[config.mk]
export PLATFORM = sky130hd
export DESIGN_NAME = scan_sequencer
export DESIGN_NICKNAME = d
export VERILOG_FILES = /design/src/rtl/scan_seq_pkg.sv /design/src/rtl/pulse_ms_timer.sv /design/src/rtl/scan_sequencer.sv
export SDC_FILE = /design/constraint.sdc
export NUM_CORES = 1
export LEC_CHECK = 0
export ABC_AREA = 1
export BUFFER_PORTS_ARGS = -buffer_cell sky130_fd_sc_hd__buf_2
export CORE_MARGIN = 10
export CORE_UTILIZATION = 45
export CTS_BUF_LIST = sky130_fd_sc_hd__clkbuf_8
export DETAILED_ROUTE_END_ITERATION = 6
export PLACE_DENSITY = 0.67
export SETUP_SLACK_MARGIN = 0.2
export SYNTH_ARGS = -nofsm -noshare
export SYNTH_HDL_FRONTEND = slang
export SYNTH_SLANG_ARGS = --single-unit
[constraint.sdc]
create_clock -name iCLK -period 11.1 [get_ports iCLK]
set_input_delay 1.665 -clock iCLK [delete_from_list [all_inputs] [get_ports iCLK]]
set_output_delay 1.665 -clock iCLK [all_outputs]
set_load 0.01 [all_outputs]
[src/rtl/scan_seq_pkg.sv]
// Shared state encoding and default parameter values for the scan sequencer.
package scan_seq_pkg;

  localparam int DEF_IMG_W       = 7;
  localparam int DEF_CYCLE_W     = 16;
  localparam int DEF_GALVO_W     = 32;
  localparam int DEF_MS_W        = 8;
  localparam int DEF_CLK_PER_MS  = 50000;
  localparam int DEF_SYNC_FILTER = 8;

  typedef enum logic [3:0] {
    S_IDLE       = 4'd0,
    S_LATCH      = 4'd1,
    S_GALVO_FIRE = 4'd2,
    S_GALVO_WAIT = 4'd3,
    S_SETTLE     = 4'd4,
    S_CAM_FIRE   = 4'd5,
    S_DISPLAY    = 4'd6,
    S_ADVANCE    = 4'd7,
    S_DONE       = 4'd8
  } state_t;

  function automatic int max_int(input int a, input int b);
    return (a > b) ? a : b;
  endfunction

endpackage

[src/rtl/pulse_ms_timer.sv]
// Millisecond pulse generator: output rises the cycle after launch and stays
// high for iMS * CLK_PER_MS cycles; a relaunch restarts the count.
module pulse_ms_timer #(
  parameter int MS_W       = 8,
  parameter int CLK_PER_MS = 50000
) (
  input  logic            iCLK,
  input  logic            iRST,
  input  logic            iLAUNCH,
  input  logic            iCLEAR,
  input  logic [MS_W-1:0] iMS,
  output logic            oPULSE
);

  localparam int CNT_W = MS_W + $clog2(CLK_PER_MS + 1);

  logic [CNT_W-1:0] cnt_q, cnt_d;

  // NOTE: every combinational output gets a default first so no latch is inferred.
  always_comb begin
    cnt_d = cnt_q;
    if (iCLEAR) begin
      cnt_d = '0;
    end else if (iLAUNCH) begin
      cnt_d = CNT_W'(iMS) * CNT_W'(CLK_PER_MS);
    end else if (cnt_q != '0) begin
      cnt_d = cnt_q - CNT_W'(1);
    end
  end

  // NOTE: state registers use non-blocking assignments so all flops update together.
  always_ff @(posedge iCLK or posedge iRST) begin
    if (iRST) begin
      cnt_q <= '0;
    end else begin
      cnt_q <= cnt_d;
    end
  end

  assign oPULSE = (cnt_q != '0);

endmodule

[src/rtl/scan_sequencer.sv]
// Acquisition sequencer: per galvo position, steps through N SLM images, firing
// the camera after a settle interval and holding each image for a set frame count.
module scan_sequencer
  import scan_seq_pkg::*;
#(
  parameter int IMG_W       = DEF_IMG_W,
  parameter int CYCLE_W     = DEF_CYCLE_W,
  parameter int GALVO_W     = DEF_GALVO_W,
  parameter int MS_W        = DEF_MS_W,
  parameter int CLK_PER_MS  = DEF_CLK_PER_MS,
  parameter int SYNC_FILTER = DEF_SYNC_FILTER
) (
  input  logic               iCLK,
  input  logic               iRST,
  input  logic [MS_W-1:0]    iCAM_PULSE_MS,
  input  logic [MS_W-1:0]    iGALVO_PULSE_MS,
  input  logic [IMG_W-1:0]   iNUM_IMAGES,
  input  logic [CYCLE_W-1:0] iCYCLES_PER_IMAGE,
  input  logic [GALVO_W-1:0] iNUM_GALVO_POS,
  input  logic [3:0]         iSETTLE_FRAMES,
  input  logic [7:0]         iGALVO_TIMEOUT_FRAMES,
  input  logic               iSTART,
  input  logic               iWITH_GALVO,
  input  logic               iABORT,
  input  logic               iGALVO_ACK,
  input  logic               iVGA_FRAME_SYNC,
  output logic               oCAMERA_TRIGGER,
  output logic               oGALVO_TRIGGER,
  output logic [IMG_W-1:0]   oFRAME_ID,
  output logic [GALVO_W-1:0] oGALVO_POS,
  output logic               oBUSY,
  output logic               oDONE,
  output logic               oERR_TIMEOUT
);

  localparam int FCNT_W = max_int(CYCLE_W, 8);

  state_t               state_q, state_d;
  logic                 with_galvo_q, with_galvo_d;
  logic [MS_W-1:0]      cam_ms_q, cam_ms_d;
  logic [MS_W-1:0]      galvo_ms_q, galvo_ms_d;
  logic [IMG_W-1:0]     images_q, images_d;
  logic [CYCLE_W-1:0]   cycles_q, cycles_d;
  logic [GALVO_W-1:0]   positions_q, positions_d;
  logic [3:0]           settle_q, settle_d;
  logic [7:0]           timeout_q, timeout_d;
  logic [IMG_W-1:0]     frame_id_q, frame_id_d;
  logic [GALVO_W-1:0]   pos_q, pos_d;
  logic                 err_q, err_d;
  logic [FCNT_W-1:0]    cnt_q, cnt_d;
  logic                 catch_q, catch_d;
  logic [SYNC_FILTER-1:0] sync_sr_q, sync_sr_d;
  logic                 filt_prev_q, filt_prev_d;
  logic                 frame_end_q, frame_end_d;
  logic                 filt_now;

  logic                 cam_launch, galvo_launch, abort_req;
  logic [IMG_W:0]       fid_next;
  logic [GALVO_W:0]     pos_next;

  // A short low dropout inside the sync pulse is bridged by ORing the taps.
  always_comb begin
    sync_sr_d   = {sync_sr_q[SYNC_FILTER-2:0], iVGA_FRAME_SYNC};
    filt_now    = |sync_sr_q;
    filt_prev_d = filt_now;
    frame_end_d = filt_prev_q & ~filt_now;
  end

  // One extra bit keeps the "next index < limit" compares free of wrap-around.
  assign fid_next = {1'b0, frame_id_q} + {{IMG_W{1'b0}}, 1'b1};
  assign pos_next = {1'b0, pos_q} + {{GALVO_W{1'b0}}, 1'b1};

  always_comb begin
    state_d      = state_q;
    with_galvo_d = with_galvo_q;
    cam_ms_d     = cam_ms_q;
    galvo_ms_d   = galvo_ms_q;
    images_d     = images_q;
    cycles_d     = cycles_q;
    positions_d  = positions_q;
    settle_d     = settle_q;
    timeout_d    = timeout_q;
    frame_id_d   = frame_id_q;
    pos_d        = pos_q;
    err_d        = err_q;
    cnt_d        = cnt_q;
    catch_d      = catch_q;
    cam_launch   = 1'b0;
    galvo_launch = 1'b0;
    // DONE already ends the run; re-entering it would double the strobe.
    abort_req    = iABORT && (state_q != S_IDLE) && (state_q != S_DONE);

    case (state_q)
      S_IDLE: begin
        if (iSTART) begin
          with_galvo_d = iWITH_GALVO;
          state_d      = S_LATCH;
        end
      end

      S_LATCH: begin
        cam_ms_d    = iCAM_PULSE_MS;
        galvo_ms_d  = iGALVO_PULSE_MS;
        images_d    = iNUM_IMAGES;
        cycles_d    = iCYCLES_PER_IMAGE;
        positions_d = iNUM_GALVO_POS;
        settle_d    = iSETTLE_FRAMES;
        timeout_d   = iGALVO_TIMEOUT_FRAMES;
        frame_id_d  = '0;
        pos_d       = '0;
        err_d       = 1'b0;
        if ((iNUM_IMAGES == '0) || (iCYCLES_PER_IMAGE == '0) ||
            (with_galvo_q && (iNUM_GALVO_POS == '0))) begin
          state_d = S_DONE;
        end else if (with_galvo_q) begin
          state_d = S_GALVO_FIRE;
        end else begin
          cnt_d   = '0;
          state_d = S_SETTLE;
        end
      end

      S_GALVO_FIRE: begin
        galvo_launch = 1'b1;
        catch_d      = iGALVO_ACK;
        cnt_d        = '0;
        state_d      = S_GALVO_WAIT;
      end

      S_GALVO_WAIT: begin
        catch_d = catch_q | iGALVO_ACK;
        if (frame_end_q) cnt_d = cnt_q + FCNT_W'(1);
        if (catch_q) begin
          cnt_d   = '0;
          state_d = S_SETTLE;
        end else if ((timeout_q != '0) && (cnt_q == FCNT_W'(timeout_q))) begin
          err_d   = 1'b1;
          state_d = S_DONE;
        end
      end

      S_SETTLE: begin
        if (frame_end_q) cnt_d = cnt_q + FCNT_W'(1);
        if (cnt_q == FCNT_W'(settle_q)) state_d = S_CAM_FIRE;
      end

      S_CAM_FIRE: begin
        cam_launch = 1'b1;
        cnt_d      = '0;
        state_d    = S_DISPLAY;
      end

      S_DISPLAY: begin
        if (frame_end_q) cnt_d = cnt_q + FCNT_W'(1);
        if (cnt_q == FCNT_W'(cycles_q)) state_d = S_ADVANCE;
      end

      S_ADVANCE: begin
        if (fid_next < {1'b0, images_q}) begin
          frame_id_d = fid_next[IMG_W-1:0];
          cnt_d      = '0;
          state_d    = S_SETTLE;
        end else if (with_galvo_q && (pos_next < {1'b0, positions_q})) begin
          pos_d      = pos_next[GALVO_W-1:0];
          frame_id_d = '0;
          state_d    = S_GALVO_FIRE;
        end else begin
          state_d = S_DONE;
        end
      end

      S_DONE: begin
        state_d = S_IDLE;
      end

      default: begin
        state_d = S_IDLE;
      end
    endcase

    if (abort_req) begin
      cam_launch   = 1'b0;
      galvo_launch = 1'b0;
      state_d      = S_DONE;
    end
  end

  always_ff @(posedge iCLK or posedge iRST) begin
    if (iRST) begin
      state_q      <= S_IDLE;
      with_galvo_q <= 1'b0;
      cam_ms_q     <= '0;
      galvo_ms_q   <= '0;
      images_q     <= '0;
      cycles_q     <= '0;
      positions_q  <= '0;
      settle_q     <= '0;
      timeout_q    <= '0;
      frame_id_q   <= '0;
      pos_q        <= '0;
      err_q        <= 1'b0;
      cnt_q        <= '0;
      catch_q      <= 1'b0;
      sync_sr_q    <= '0;
      filt_prev_q  <= 1'b0;
      frame_end_q  <= 1'b0;
    end else begin
      state_q      <= state_d;
      with_galvo_q <= with_galvo_d;
      cam_ms_q     <= cam_ms_d;
      galvo_ms_q   <= galvo_ms_d;
      images_q     <= images_d;
      cycles_q     <= cycles_d;
      positions_q  <= positions_d;
      settle_q     <= settle_d;
      timeout_q    <= timeout_d;
      frame_id_q   <= frame_id_d;
      pos_q        <= pos_d;
      err_q        <= err_d;
      cnt_q        <= cnt_d;
      catch_q      <= catch_d;
      sync_sr_q    <= sync_sr_d;
      filt_prev_q  <= filt_prev_d;
      frame_end_q  <= frame_end_d;
    end
  end

  pulse_ms_timer #(
    .MS_W      (MS_W),
    .CLK_PER_MS(CLK_PER_MS)
  ) u_cam_timer (
    .iCLK   (iCLK),
    .iRST   (iRST),
    .iLAUNCH(cam_launch),
    .iCLEAR (abort_req),
    .iMS    (cam_ms_q),
    .oPULSE (oCAMERA_TRIGGER)
  );

  pulse_ms_timer #(
    .MS_W      (MS_W),
    .CLK_PER_MS(CLK_PER_MS)
  ) u_galvo_timer (
    .iCLK   (iCLK),
    .iRST   (iRST),
    .iLAUNCH(galvo_launch),
    .iCLEAR (abort_req),
    .iMS    (galvo_ms_q),
    .oPULSE (oGALVO_TRIGGER)
  );

  assign oFRAME_ID    = frame_id_q;
  assign oGALVO_POS   = pos_q;
  assign oERR_TIMEOUT = err_q;
  assign oBUSY        = (state_q != S_IDLE);
  assign oDONE        = (state_q == S_DONE);

endmodule

==> key figures <==
Outcome
  • Status: finished, final reports clean

Power
  • Power share of the combinational group: about two thirds
  • Sequential power share: 20.8%
  • Internal: between 2 and 3 mW
  • Clock network power share: a little over an eighth
  • Max VDD drop: roughly 0.25 mV
  • Sw frac: between 50% and 60%
  • Net Sw Power: just under 3 mW
  • Power Density: between 300 and 400 mW/mm^2
  • Leakage dissipation: between 9 and 10 nW

STA
  • Max transition margin: around 16%
  • Clock Skews: about 0.026 ns
  • Final Worst Setup Slack: 6.73 ns
  • Max Slew Vio Count: 0
  • Final setup viols: 0
  • Post-layout min period: ~4.4 ns
  • Slew @ Worst Pin: 1.25 ns
  • Final hold vios: 0
  • Hold Slack: 0.371 ns
  • RSZ-0062 raised after global routing: no
  • TNS Setup: 0 ns
  • Final period util: slightly below 40%
  • Max Clk Rate: roughly 0.23 GHz

Routing
  • Post-route DRC violation count: 0
  • Routed len/inst: 15.1 um
  • TritonRoute pass-1 iters: 7
  • Final wirelength: 39700 um
  • Detail Route Antenna Nets: 0
  • Starting DRT DRC Count: between 800 and 900
  • Vias: 13.6k
  • Drt via density: 5.16

Layout
  • Area Overhead vs Synth: 11.8%
  • # nets final: 2423
  • Final core utilization: around 50%
  • Ratio of cells with drive above 1 in the final layout: a little over a tenth
  • Ant. Diodes: 0
  • Final cell count without fillers: about 2.6k

Logic synthesis
  • Sequential-to-total area share from yosys stat: 33.4%
  • Synth top area share: about a third
  • Synth Instances: ~2.0k
  • EDFF count, synth: 0
  • Synth Flop Type: dfrtp_1
  • Syn Area/Cell: around 7.4 sq um
  • Post-synth ARST share: between 90% and 100%
  • Largest cells by area after synthesis: dfrtp_1, ha_1, nand2_1
  • Synth Register Bits: a little over 200
  • Synthesized net count: between 2k and 2.5k
  • Synth top cells by count: nand2_1, inv_1, dfrtp_1
  • Yosys cell types: just under 50
  • Cell with the most instances after synthesis: nand2_1
  • Netlist Area Pre-Place: 0.0152 sq mm
  • Yosys warning count: 0
  • Synth area leader: dfrtp_1

Hold path
  • Hold/Removal Path Class: reg2reg

Setup path
  • Flop2flop setup slack: roughly 6.7 ns
  • Worst path arrival time: ~4.8 ns
  • Critical path type: reg2reg
  • Critical-path maximum fanout: 50
  • Crit path launch type: flip-flop
  • Setup crit end kind: flip-flop
  • Req. time, crit path: around 12 ns

Floorplan
  • I/O pins: approximately 130
  • Core area: approximately 0.033 sq mm
  • Initial Utilization: ~45%
  • Die Span Y: roughly 200 um
  • Die area: between 0.04 and 0.05 sq mm
  • # rows: 67
  • Die Span X: just over 200 um

Global routing
  • First-pass GRT wire length: 66600 um
  • Gr ovfl total: 0
  • Pin count of the biggest net entering global routing: between 100 and 150
  • Vias in the first global route: roughly 14k
  • Overall Global Routing Usage: a little under a fifth
  • Initial antenna violation count: 0

Clock tree
  • H-Tree Depth: 2
  • Cts repair resizes: 0
  • Post-CTS Hold Buffers: 0
  • CTS Buffer Depth: 3
  • Clk slew on worst S/H paths: roughly 0.050 ns
  • CTS root buf: clkbuf_8
  • Worst skew pair latency: 0.54 ns
  • Num CTS Buffers: 39
  • CTS sink cnt: about 200
  • Post-CTS Setup Bufs: 0
  • CTS tree: done

Placement
  • Placed Cells: 2568
  • Final HPWL DP: 30200 um
  • Dpl ws: between 6 and 7 ns
  • Port Buffers: ~130
  • Placer Congestion: around 0.9

Run
  • MaxCap Viol Count: 0
==> critical path: stages (launching register included) <==
cell      delay, ns
dfrtp_1        0.48
ha_1           0.25
nand2_2        0.08
nor2_4         0.13
nand2_2        0.12
nor2_2         0.19
nand3_1        0.16
nor3_1         0.22
nand2_1        0.08
nor2_1         0.12
xnor2_1        0.16
inv_1          0.07
ha_1           0.29
a21oi_1        0.18
nand3b_1       0.14
nand3_1        0.08
nor2_1         0.17
nand3_2        0.82
nand2_4        0.36
o21ai_0        0.12
==> routing by layer <==
layer | wire length, um | global-route usage, %
met1 | 18500 | 25.1
met2 | 18500 | 31.6
met3 | 1830 | 3.14
met4 | 875 | 5.97
met5 | 0 | 0
==> per-stage QoR <==
stage               power [mW]  cell area, sq um
floorplan                 4.09             15200
global placement          4.87             16200
detailed placement        4.95             16200
CTS                       5.74             17000
global route              6.48             17000
finish                    5.69             17000
==> path summary, 6_finish.rpt <==
kind | to | depth (start not counted) | startpoint
min in group asynchronous | positions_q[27] | 2 | iRST
max | oGALVO_POS[0] | 19 | oGALVO_POS[0]
min reg2reg | sync_sr_q[5] | 0 | sync_sr_q[4]
max in group asynchronous | cycles_q[1] | 3 | iRST
min | sync_sr_q[5] | 0 | sync_sr_q[4]
max reg2reg | oGALVO_POS[0] | 19 | oGALVO_POS[0]
==> area by class of cell <==
type                       count  area, sq um
fill                        3263        16500
multi-input combinational   1457         8640
sequential                   203         5080
inverter                     323         1220
timing repair buffer         137          696
clock buffer                  50          688
tap                          448          561
clock inverter                17          100
==> placed cells by master, fill, tap and decap left out, types with 2 or more instances in the layout <==
| cell type | Yosys | routed |
|---|---|---|
| nand2_1 | 439 | 438 |
| inv_1 | 317 | 325 |
| dfrtp_1 | 203 | 203 |
| nor2_1 | 198 | 198 |
| ha_1 | 148 | 148 |
| nand3_1 | 136 | 136 |
| buf_2 | 16 | 133 |
| o21ai_0 | 125 | 125 |
| a21oi_1 | 77 | 77 |
| xor2_1 | 50 | 50 |
| clkbuf_8 | 0 | 50 |
| xnor2_1 | 41 | 41 |
| nand4_1 | 38 | 38 |
| nor3_1 | 35 | 35 |
| o21ai_1 | 27 | 27 |
| fa_1 | 24 | 24 |
| a21o_1 | 18 | 18 |
| or2_2 | 13 | 13 |
| o211ai_1 | 11 | 11 |
| nand3b_1 | 10 | 10 |
| a211oi_1 | 10 | 10 |
| nor4_1 | 9 | 9 |
| nor2_2 | 7 | 7 |
| inv_2 | 6 | 7 |
| a31oi_1 | 5 | 5 |
| clkinv_2 | 0 | 5 |
| nand2_2 | 4 | 4 |
| buf_4 | 3 | 4 |
| o21a_1 | 3 | 3 |
| nor2_4 | 3 | 3 |
| a311oi_1 | 3 | 3 |
| a21boi_0 | 3 | 3 |
| nor3b_1 | 2 | 2 |
| nand2_4 | 1 | 2 |
| a221oi_1 | 2 | 2 |
| or2_0 | 2 | 2 |
| o2111ai_1 | 2 | 2 |
==> state kept, by name, summed over array words and instances, names as in the netlist, 7 cells and up <==
register	count
galvo_ms_q	8
cycles_q	16
u_galvo_timer.cnt_q	24
images_q	7
sync_sr_q	8
u_cam_timer.cnt_q	24
oFRAME_ID	7
timeout_q	8
cam_ms_q	8
cnt_q	16
positions_q	32
oGALVO_POS	32
==> power by group through the flow <==
stage,clock (mW),combinational (mW),sequential [mW]
2_1_floorplan,0,2.97,1.13
3_3_place_gp,0,3.68,1.19
3_5_place_dp,0,3.76,1.19
4_1_cts,0.772,3.79,1.18
5_1_grt,0.812,4.44,1.22
6_report,0.751,3.76,1.18
==> cell families (layout without fill, tap and decap cells) <==
group | count (synthesis) | count (layout) | share of synthesized area [%]
AND/OR/NAND/NOR | 900 | 900 | 25.4
buffers and inverters | 385 | 527 | 9.76
AO/OA/AOI/OAI | 294 | 294 | 10.8
flip-flops | 203 | 203 | 33.4
adder cells (fa/ha/maj) | 172 | 172 | 15.3
XOR/XNOR | 91 | 91 | 5.24
(Power assumes the default switching activity.)
